<file path="src/rtl/time_display_if.sv">
// -----------------------------------------------------------------------------
// time_display_if
// Connects the time counter (master) to the display scan driver (slave).
//   m_hr..l_sec  : BCD time digits, driven by the master
//   lz_blank     : blank the m_hr digit when it is 0
//   colon_blink  : 1 = colon blinks, 0 = colon steady on
//   an           : one-hot digit enable (bit 0 = l_sec ... bit 5 = m_hr)
//   seg          : segments {g,f,e,d,c,b,a}, active high
//   dp           : decimal point (colon), active high
//   frame_done   : one-cycle pulse at the end of each six-slot frame
// -----------------------------------------------------------------------------
interface time_display_if;
    logic [3:0] m_hr;
    logic [3:0] l_hr;
    logic [3:0] m_min;
    logic [3:0] l_min;
    logic [3:0] m_sec;
    logic [3:0] l_sec;
    logic       lz_blank;
    logic       colon_blink;
    logic [5:0] an;
    logic [6:0] seg;
    logic       dp;
    logic       frame_done;

    modport master (
        output m_hr, l_hr, m_min, l_min, m_sec, l_sec, lz_blank, colon_blink,
        input  an, seg, dp, frame_done
    );

    modport slave (
        input  m_hr, l_hr, m_min, l_min, m_sec, l_sec, lz_blank, colon_blink,
        output an, seg, dp, frame_done
    );
endinterface

</file>
<file path="src/rtl/time_display_scan.sv">
// -----------------------------------------------------------------------------
// time_display_scan
// Multiplexed six-digit seven-segment driver. A snapshot of all six BCD digits
// is taken at the start of each frame, so a counter rollover during the scan
// can never show a mixed time. Each digit slot lasts SCAN_DIV cycles and starts
// with BLANK dark cycles to suppress ghosting. The colon (dp of l_hr and l_min)
// toggles every COLON_FRAMES frames, or stays on when blinking is disabled.
// Ports:
//   clk   : system clock, rising edge
//   rst   : asynchronous, active-high reset
//   disp  : time_display_if.slave (digits/controls in, an/seg/dp/frame_done out)
// -----------------------------------------------------------------------------
module time_display_scan #(
    parameter int SCAN_DIV     = 1000,  // cycles per digit slot, >= BLANK+1
    parameter int BLANK        = 2,     // dark cycles at the start of a slot, >= 1
    parameter int COLON_FRAMES = 50     // frames between colon toggles, >= 1
) (
    input  logic          clk,
    input  logic          rst,
    time_display_if.slave disp
);

    localparam int P_W  = (SCAN_DIV > 1) ? $clog2(SCAN_DIV) : 1;
    localparam int FC_W = (COLON_FRAMES > 1) ? $clog2(COLON_FRAMES) : 1;

    localparam logic [P_W-1:0]  P_LAST  = P_W'(SCAN_DIV - 1);
    localparam logic [P_W-1:0]  P_BLANK = P_W'(BLANK);
    localparam logic [FC_W-1:0] FC_LAST = FC_W'(COLON_FRAMES - 1);
    localparam logic [2:0]      K_LAST  = 3'd5;

    // Seven-segment decode; anything outside 0..9 shows a dash.
    function automatic logic [6:0] decode(input logic [3:0] d);
        case (d)
            4'd0:    decode = 7'h3F;
            4'd1:    decode = 7'h06;
            4'd2:    decode = 7'h5B;
            4'd3:    decode = 7'h4F;
            4'd4:    decode = 7'h66;
            4'd5:    decode = 7'h6D;
            4'd6:    decode = 7'h7D;
            4'd7:    decode = 7'h07;
            4'd8:    decode = 7'h7F;
            4'd9:    decode = 7'h6F;
            default: decode = 7'h40;
        endcase
    endfunction

    logic [P_W-1:0]  p_q, p_d;
    logic [2:0]      k_q, k_d;
    logic [3:0]      shadow_q [6];  // index 0 = l_sec ... 5 = m_hr
    logic [3:0]      shadow_d [6];
    logic [FC_W-1:0] fc_q, fc_d;
    logic            col_q, col_d;
    logic [5:0]      an_q, an_d;
    logic [6:0]      seg_q, seg_d;
    logic            dp_q, dp_d;
    logic            frame_done_q, frame_done_d;

    logic            p_wrap;
    logic            frame_end;
    logic            lz_dark;
    logic [3:0]      cur_digit;

    always_comb begin
        // NOTE: every combinational output gets a default first, so no path
        // leaves a signal unassigned and no latch is inferred.
        p_d          = p_q + 1'b1;
        k_d          = k_q;
        shadow_d     = shadow_q;
        fc_d         = fc_q;
        col_d        = col_q;
        an_d         = '0;
        seg_d        = '0;
        dp_d         = 1'b0;
        cur_digit    = 4'd0;

        p_wrap       = (p_q == P_LAST);
        frame_end    = p_wrap && (k_q == K_LAST);
        frame_done_d = frame_end;

        if (p_wrap) begin
            p_d = '0;
            k_d = (k_q == K_LAST) ? 3'd0 : k_q + 3'd1;
        end

        // The only point at which the inputs are sampled: start of a frame.
        if (p_q == '0 && k_q == 3'd0) begin
            shadow_d[0] = disp.l_sec;
            shadow_d[1] = disp.m_sec;
            shadow_d[2] = disp.l_min;
            shadow_d[3] = disp.m_min;
            shadow_d[4] = disp.l_hr;
            shadow_d[5] = disp.m_hr;
        end

        // Frame counter runs regardless of blink mode; only col is overridden.
        if (frame_end) begin
            if (fc_q == FC_LAST) begin
                fc_d  = '0;
                col_d = ~col_q;
            end else begin
                fc_d  = fc_q + 1'b1;
            end
        end
        if (!disp.colon_blink) begin
            col_d = 1'b1;
        end

        case (k_q)
            3'd0:    cur_digit = shadow_q[0];
            3'd1:    cur_digit = shadow_q[1];
            3'd2:    cur_digit = shadow_q[2];
            3'd3:    cur_digit = shadow_q[3];
            3'd4:    cur_digit = shadow_q[4];
            3'd5:    cur_digit = shadow_q[5];
            default: cur_digit = 4'd0;
        endcase

        // Leading-zero suppression darkens the whole m_hr slot, gap included.
        lz_dark = disp.lz_blank && (k_q == K_LAST) && (shadow_q[5] == 4'd0);

        if (p_q >= P_BLANK && !lz_dark) begin
            an_d  = 6'b000001 << k_q;
            seg_d = decode(cur_digit);
            dp_d  = col_q && (k_q == 3'd2 || k_q == 3'd4);
        end
    end

    always_ff @(posedge clk or posedge rst) begin
        if (rst) begin
            p_q          <= '0;
            k_q          <= 3'd0;
            fc_q         <= '0;
            col_q        <= 1'b1;
            an_q         <= '0;
            seg_q        <= '0;
            dp_q         <= 1'b0;
            frame_done_q <= 1'b0;
            // NOTE: the shadow digits are reset along with the rest, because
            // the six 4-bit registers are flops, not a RAM, and must hold a
            // defined value until the first snapshot.
            for (int i = 0; i < 6; i++) begin
                shadow_q[i] <= 4'd0;
            end
        end else begin
            // NOTE: state updates use non-blocking assignments so every
            // register sees the pre-edge values of the others.
            p_q          <= p_d;
            k_q          <= k_d;
            fc_q         <= fc_d;
            col_q        <= col_d;
            an_q         <= an_d;
            seg_q        <= seg_d;
            dp_q         <= dp_d;
            frame_done_q <= frame_done_d;
            for (int i = 0; i < 6; i++) begin
                shadow_q[i] <= shadow_d[i];
            end
        end
    end

    assign disp.an         = an_q;
    assign disp.seg        = seg_q;
    assign disp.dp         = dp_q;
    assign disp.frame_done = frame_done_q;

endmodule

</file>
<file path="src/flat_wrapper.sv">
// flat-port wrapper written by rule: the top's interface ports become plain ports
module time_display_scan_flat 
#(
    parameter int SCAN_DIV     = 1000,                                      
    parameter int BLANK        = 2,                                                
    parameter int COLON_FRAMES = 50                                          
)
  (clk, rst, disp_m_hr, disp_l_hr, disp_m_min, disp_l_min, disp_m_sec, disp_l_sec, disp_lz_blank, disp_colon_blink, disp_an, disp_seg, disp_dp, disp_frame_done);
  time_display_if disp_i ();
  input  logic clk;
  input  logic rst;
  input wire logic [$bits(disp_i.m_hr)-1:0] disp_m_hr;
  input wire logic [$bits(disp_i.l_hr)-1:0] disp_l_hr;
  input wire logic [$bits(disp_i.m_min)-1:0] disp_m_min;
  input wire logic [$bits(disp_i.l_min)-1:0] disp_l_min;
  input wire logic [$bits(disp_i.m_sec)-1:0] disp_m_sec;
  input wire logic [$bits(disp_i.l_sec)-1:0] disp_l_sec;
  input wire logic [$bits(disp_i.lz_blank)-1:0] disp_lz_blank;
  input wire logic [$bits(disp_i.colon_blink)-1:0] disp_colon_blink;
  output wire logic [$bits(disp_i.an)-1:0] disp_an;
  output wire logic [$bits(disp_i.seg)-1:0] disp_seg;
  output wire logic [$bits(disp_i.dp)-1:0] disp_dp;
  output wire logic [$bits(disp_i.frame_done)-1:0] disp_frame_done;
  assign disp_i.m_hr = disp_m_hr;
  assign disp_i.l_hr = disp_l_hr;
  assign disp_i.m_min = disp_m_min;
  assign disp_i.l_min = disp_l_min;
  assign disp_i.m_sec = disp_m_sec;
  assign disp_i.l_sec = disp_l_sec;
  assign disp_i.lz_blank = disp_lz_blank;
  assign disp_i.colon_blink = disp_colon_blink;
  assign disp_an = disp_i.an;
  assign disp_seg = disp_i.seg;
  assign disp_dp = disp_i.dp;
  assign disp_frame_done = disp_i.frame_done;
  time_display_scan #(.SCAN_DIV(SCAN_DIV), .BLANK(BLANK), .COLON_FRAMES(COLON_FRAMES)) u_core (.clk(clk), .rst(rst), .disp(disp_i));
endmodule
</file>
<file path="config.mk">
export PLATFORM = sky130hd
export DESIGN_NAME = time_display_scan_flat
export DESIGN_NICKNAME = d
export VERILOG_FILES = /design/src/rtl/time_display_if.sv /design/src/rtl/time_display_scan.sv /design/src/flat_wrapper.sv
export SDC_FILE = /design/constraint.sdc
export NUM_CORES = 1
export LEC_CHECK = 0
export CORE_ASPECT_RATIO = 0.7
export CORE_MARGIN = 2
export CORE_UTILIZATION = 55
export DETAILED_ROUTE_END_ITERATION = 7
export HOLD_SLACK_MARGIN = 0.05
export PLACE_DENSITY = 0.8
export SLEW_MARGIN = 25
export SYNTH_ARGS = -nofsm -noshare
export SYNTH_HDL_FRONTEND = slang
export SYNTH_SLANG_ARGS = --single-unit
export TNS_END_PERCENT = 20
</file>
<file path="constraint.sdc">
create_clock -name clk -period 7.6 [get_ports clk]
set_input_delay 1.52 -clock clk [delete_from_list [all_inputs] [get_ports clk]]
set_output_delay 1.52 -clock clk [all_outputs]
set_load 0.05 [all_outputs]
</file>
# After elaboration in Yosys (flattened, before gate mapping)

Memories as Yosys holds them, arrays and structs flattened.
Cells that the tools add are included.

Add/subtract/negate cells: 3
Multipliers: 0
Divide/modulo/power cells: 0
$lt $le $gt $ge: 1
Eq/ne operators: 9
Shift operators: 1
Multiplexer cells: 10
Bitwise gates (word level): 1
Reduce and logical (&&, ||, !) cells: 12

Operators by type and width:

| kind                    | count |
|---|---|
| $pmux W4 S6             | 1 |
| $mux W6                 | 2 |
| $add A10 B1 Y10 const B | 1 |
| $eq A10 B10 Y1 const B  | 1 |
| $ge A10 B2 Y1 const B   | 1 |
| $logic_not A10 Y1       | 1 |
| $mux W10                | 1 |
| $mux W7                 | 1 |
| $add A6 B1 Y6 const B   | 1 |
| $eq A3 B2 Y1 const B    | 2 |
| $eq A3 B3 Y1 const B    | 2 |
| $eq A6 B6 Y1 const B    | 1 |
| $logic_and A1 B1 Y1     | 6 |
| $shl A1 B3 Y6 const A   | 1 |
| $logic_not A4 Y1        | 1 |
| $mux W1                 | 4 |
| $ne A2 B1 Y1 const B    | 2 |
| $add A3 B1 Y3 const B   | 1 |
| $eq A3 B1 Y1 const B    | 1 |
| $logic_not A3 Y1        | 1 |
| $mux W3                 | 1 |
| $reduce_and A2 Y1       | 1 |
| $logic_not A1 Y1        | 1 |
| $logic_or A1 B1 Y1      | 1 |
| $not A1 Y1              | 1 |

Register bits: 59
Bits in latches: 0
Bits in writable memories: 0
ROM bits: 112
Bits of input ports: 28
Output and inout port bits: 15
Word-level logic and storage cells: 52
Memories: 1

Memory list:

| name             | words | width | read ports | clocked after Yosys merged registers in | wr ports | line                    | source |
|---|---|---|---|---|---|---|---|
| (name not given) | 16    | 7     | 1          | 0                                       | 0        | time_display_scan.sv:33 | `case (d)` |

# Depth between registers and ports, before layout

Word-level depth: 6
Depth in mapped cells: 12

# Worst setup path after synthesis

Ideal clock, no wire load.

Path type: register to register
From: register u_core.k_q[1]
To: register u_core.seg_q[4], in the netlist u_core.disp.seg[4]
Setup time: 0.095 ns
Data arrival time: 2.287 ns
Data required time: 7.505 ns
Setup slack: 5.218 ns
Cell stages (with the launch flop): 12
Clock period less this slack: 2.382 ns
Cell sequence: dfrtp_1 -> buf_6 -> clkbuf_1 -> and2_1 -> ha_1 -> and2_1 -> a221o_1 -> a2bb2oi_1 -> ha_1 -> a21oi_1 -> mux2_2 -> o31ai_1

Word-level cells in the longest chain between the ends: 6
Elaborated cells on any way between the ends: 13

Ends and longest elaborated chain:

| item                                                                   | line                     | source |
|---|---|---|
| start: declaration                                                     | time_display_scan.sv:49  | `logic [2:0] k_q, k_d;` |
| start signal: assignment                                               | time_display_scan.sv:149 | `k_q <= k_d;` |
| parallel branches: the longest is 5 deep, another holds $mem_v2 Z16 W7 | --                       |  |
| $mux W7 *                                                              | time_display_scan.sv:122 | `if (p_q >= P_BLANK && !lz_dark) begin` |
| via u_core.seg_d[4]                                                    | time_display_scan.sv:55  | `logic [6:0] seg_q, seg_d;` |
| end signal: assignment                                                 | time_display_scan.sv:153 | `seg_q <= seg_d;` |
| end: declaration                                                       | time_display_scan.sv:55  |  |

Mark *: on every way through the listed nets, which the timed path passes.
A chain may end at the register's enable or synchronous reset.

# Worst setup path in the final report

From: register u_core.an_q[3], in the netlist u_core.disp.an[3]
To: output disp_an[3]

RTL lines:

| item                     | line                     | source |
|---|---|---|
| start: declaration       | time_display_scan.sv:54  | `logic [5:0] an_q, an_d;` |
| start signal: assignment | time_display_scan.sv:152 | `an_q <= an_d;` |
| end: declaration         | flat_wrapper.sv:20       | `output wire logic [$bits(disp_i.an)-1:0] disp_an;` |

No word-level cell between the ends.

==> flow_metrics.env <==
export IMPL_clk_pin_slew_ns=0.06
export IMPL_cts_tree="done"
export IMPL_cp_arrival_ns=1.47
export IMPL_slew_viol_final=0
export IMPL_synth_area_leader_cell="dfrtp_1"
export IMPL_grt_pass1_vias=1990
export IMPL_slowest_stage="clkdlybuf4s50_1"
export IMPL_gp_congestion=0.795
export IMPL_synth_warnings=0
export IMPL_routedWlPerCell_um=15.3
export IMPL_syn2layout_area_growth_pct=21.2
export IMPL_drt_iter0_drc=124
export IMPL_leakagePower_nw=1.60
export IMPL_portBuffers=42
export IMPL_num_vias=2028
export IMPL_core_area_sq_um=5260
export IMPL_slowest_delay_ns=0.79
export IMPL_yosysSeqAreaShare=0.493
export IMPL_syn_avg_cell_area_sq_um=12.0
export IMPL_syn_num_nets=287
export IMPL_placedCellCount=354
export IMPL_rsz0062_at_grt="no"
export IMPL_clock_sinks=59
export IMPL_finClkSkew_ns=0.00569
export IMPL_status="finished, final reports clean"
export IMPL_die_w_um=92.3
export IMPL_grt_ovfl_total=0
export IMPL_cellPowerDensity_nw_per_um2=184
export IMPL_die_area_sq_um=6070
export IMPL_rr_worst_depth=9
export IMPL_max_cap_violations=0
export IMPL_netlist_area_leader_share=0.484
export IMPL_hpwl_um=4110
export IMPL_slew_headroom=0.526
export IMPL_synthTopCellsByArea="dfrtp_1 (48%), mux2_4 (10%), ha_1 (4.2%)"
export IMPL_multi_input_area_sq_um=1390
export IMPL_fin_cells=370
export IMPL_n_fill_cell=389
export IMPL_async_reset_ff_frac=1.00
export IMPL_fin_setup_tns_ns=0
export IMPL_setup_viol=0
export IMPL_endpoint_kind="output pin"
export IMPL_antenna_found_initial=0
export IMPL_path_delay_family="buffers and inverters"
export IMPL_cts_resized_gates=0
export IMPL_synthDistinctLibCells=55
export IMPL_syn_area_sq_um=3000
export IMPL_placed_cell_area_sq_um=3440
export IMPL_path_buf_inv=1
export IMPL_fin_area_sq_um=3630
export IMPL_worstSetupStartpoint="u_core.disp.an[3]"
export IMPL_peakVddDrop_uv=118
export IMPL_htreeDepth=3
export IMPL_worst_hold_path_type="reg2reg"
export IMPL_ant_nets=0
export IMPL_diodes=0
export IMPL_die_y_um=65.8
export IMPL_cts_hold_buf=0
export IMPL_initial_core_util=0.570
export IMPL_ys_flop_type="dfrtp_1"
export IMPL_grt_max_degree=60
export IMPL_ios=43
export IMPL_via_per_inst=5.48
export IMPL_seqCellArea_sq_um=1480
export IMPL_ys_ff_latch=59
export IMPL_cp_depth=1
export IMPL_drive_gt1_frac=0.198
export IMPL_worstPathMaxFanout=1
export IMPL_min_path_cells=1
export IMPL_fin_crit_sh=0.394
export IMPL_wirelength_um=5670
export IMPL_cts_max_path_buffers=2
export IMPL_post_cts_setup_buffers=0
export IMPL_cp_required_ns=6.08
export IMPL_drt_first_pass_iters=4
export IMPL_worst_pin_slew_ns=0.711
export IMPL_hold_start="u_core.fc_q[5]"
export IMPL_grt_usage=0.215
export IMPL_regToRegStartpoint="u_core.k_q[2]"
export IMPL_start_kind="register"
export IMPL_crit_chain="clkdlybuf4s50_1"
export IMPL_utilization=0.691
export IMPL_period_needed_ns=2.99
export IMPL_grt_pass1_wl_um=9750
export IMPL_drc=0
export IMPL_path_class="reg2out"
export IMPL_synth_edf_count=0
export IMPL_clockRootBuffer="clkbuf_8"
export IMPL_numCtsBuffers=9
export IMPL_row_count=22
export IMPL_syn_inst=249
export IMPL_fmax_mhz=334
export IMPL_hold_viol=0
export IMPL_clk_latency_ns=0.34
export IMPL_num_nets_final=331
[stage by stage]
| stage | hold WS [ns] | worst slack, ns | total power, mW |
|---|---|---|---|
| floorplan | 0.438 | 4.63 | 0.368 |
| global placement | 0.458 | 4.93 | 0.395 |
| detailed placement | 0.461 | 4.74 | 0.396 |
| CTS | 0.475 | 4.59 | 0.672 |
| global route | 0.510 | 4.34 | 0.696 |
| finish | 0.479 | 4.61 | 0.667 |
[flip-flops by register name (all words and copies together) (netlist names)]
signal and flops:
u_core.shadow_q 24, u_core.p_q 10, u_core.disp.seg 7, u_core.disp.an 6, u_core.fc_q 6, u_core.k_q 3, u_core.col_q 1, u_core.disp.dp 1
u_core.disp.frame_done 1
[cell usage in the layout (no fill, tap or decap), types with 9 or more instances in the layout]
cell type	n
dfrtp_1	58
clkdlybuf4s50_1	42
mux2_4	20
nor2_1	15
nand2_1	13
o21ai_0	12
inv_1	10
ha_1	10
clkbuf_8	10
nand3_1	9
[cells by family after synthesis]
group	after synthesis	share of synthesized area
AOI/OAI and AO/OA	41	0.0910
xor gates and xnor gates	9	0.0263
adders and majority gates	10	0.0417
buffers and inverters	23	0.0434
DFF	59	0.493
muxes	33	0.155
and+or+nand+nor	74	0.150
[Yosys cell counts, drive strengths merged (2+ instances only)]
cell type,number
o31ai,5
buf,8
a211oi,2
nand3,9
and2,4
nor4b,2
nor3,4
a21o,4
a21oi,8
dfrtp,58
ha,10
nand4,3
or4,3
inv,12
nand2,13
mux2,28
mux4,2
xnor2,4
o21ai,12
a31oi,2
clkbuf,3
mux2i,3
nand3b,4
nor4,6
nor2,16
xor2,5
nor2b,2
[final cells by class]
type | count | area share
clock buffers | 11 | 0.0389
multi-input cells | 167 | 0.383
flip-flops and latches | 59 | 0.407
repair buffers | 44 | 0.120
inverters | 12 | 0.0124
clock inverters | 5 | 0.0145
well taps | 72 | 0.0248
[report_power, final]
part           total (mW)  leakage [nW]  internal (mW)  switching, mW
registers           0.329         0.730          0.324        0.00539
logic              0.0609         0.776         0.0314         0.0294
clock network       0.277        0.0991          0.158          0.119
total               0.667          1.60          0.514          0.154
[path summary, 6_finish.rpt]
check	endpoint	slack, ns
max in group asynchronous	u_core.shadow_q[18]	5.43
setup / recovery	disp_an[3]	4.61
hold reg to reg	u_core.fc_q[5]	0.48
hold / removal	u_core.fc_q[5]	0.48
min in group asynchronous	u_core.fc_q[3]	1.70
setup reg to reg	u_core.disp.seg[1]	4.71
[metal layers]
metal	part of all wire	global-route usage	wire, um
met2	0.43	0.313	2470
met5	0	0	0
met4	0.0090	0.0896	51
met3	0.063	0.0661	356
met1	0.49	0.301	2790
No activity file was read; power rests on OpenSTA's default activity.
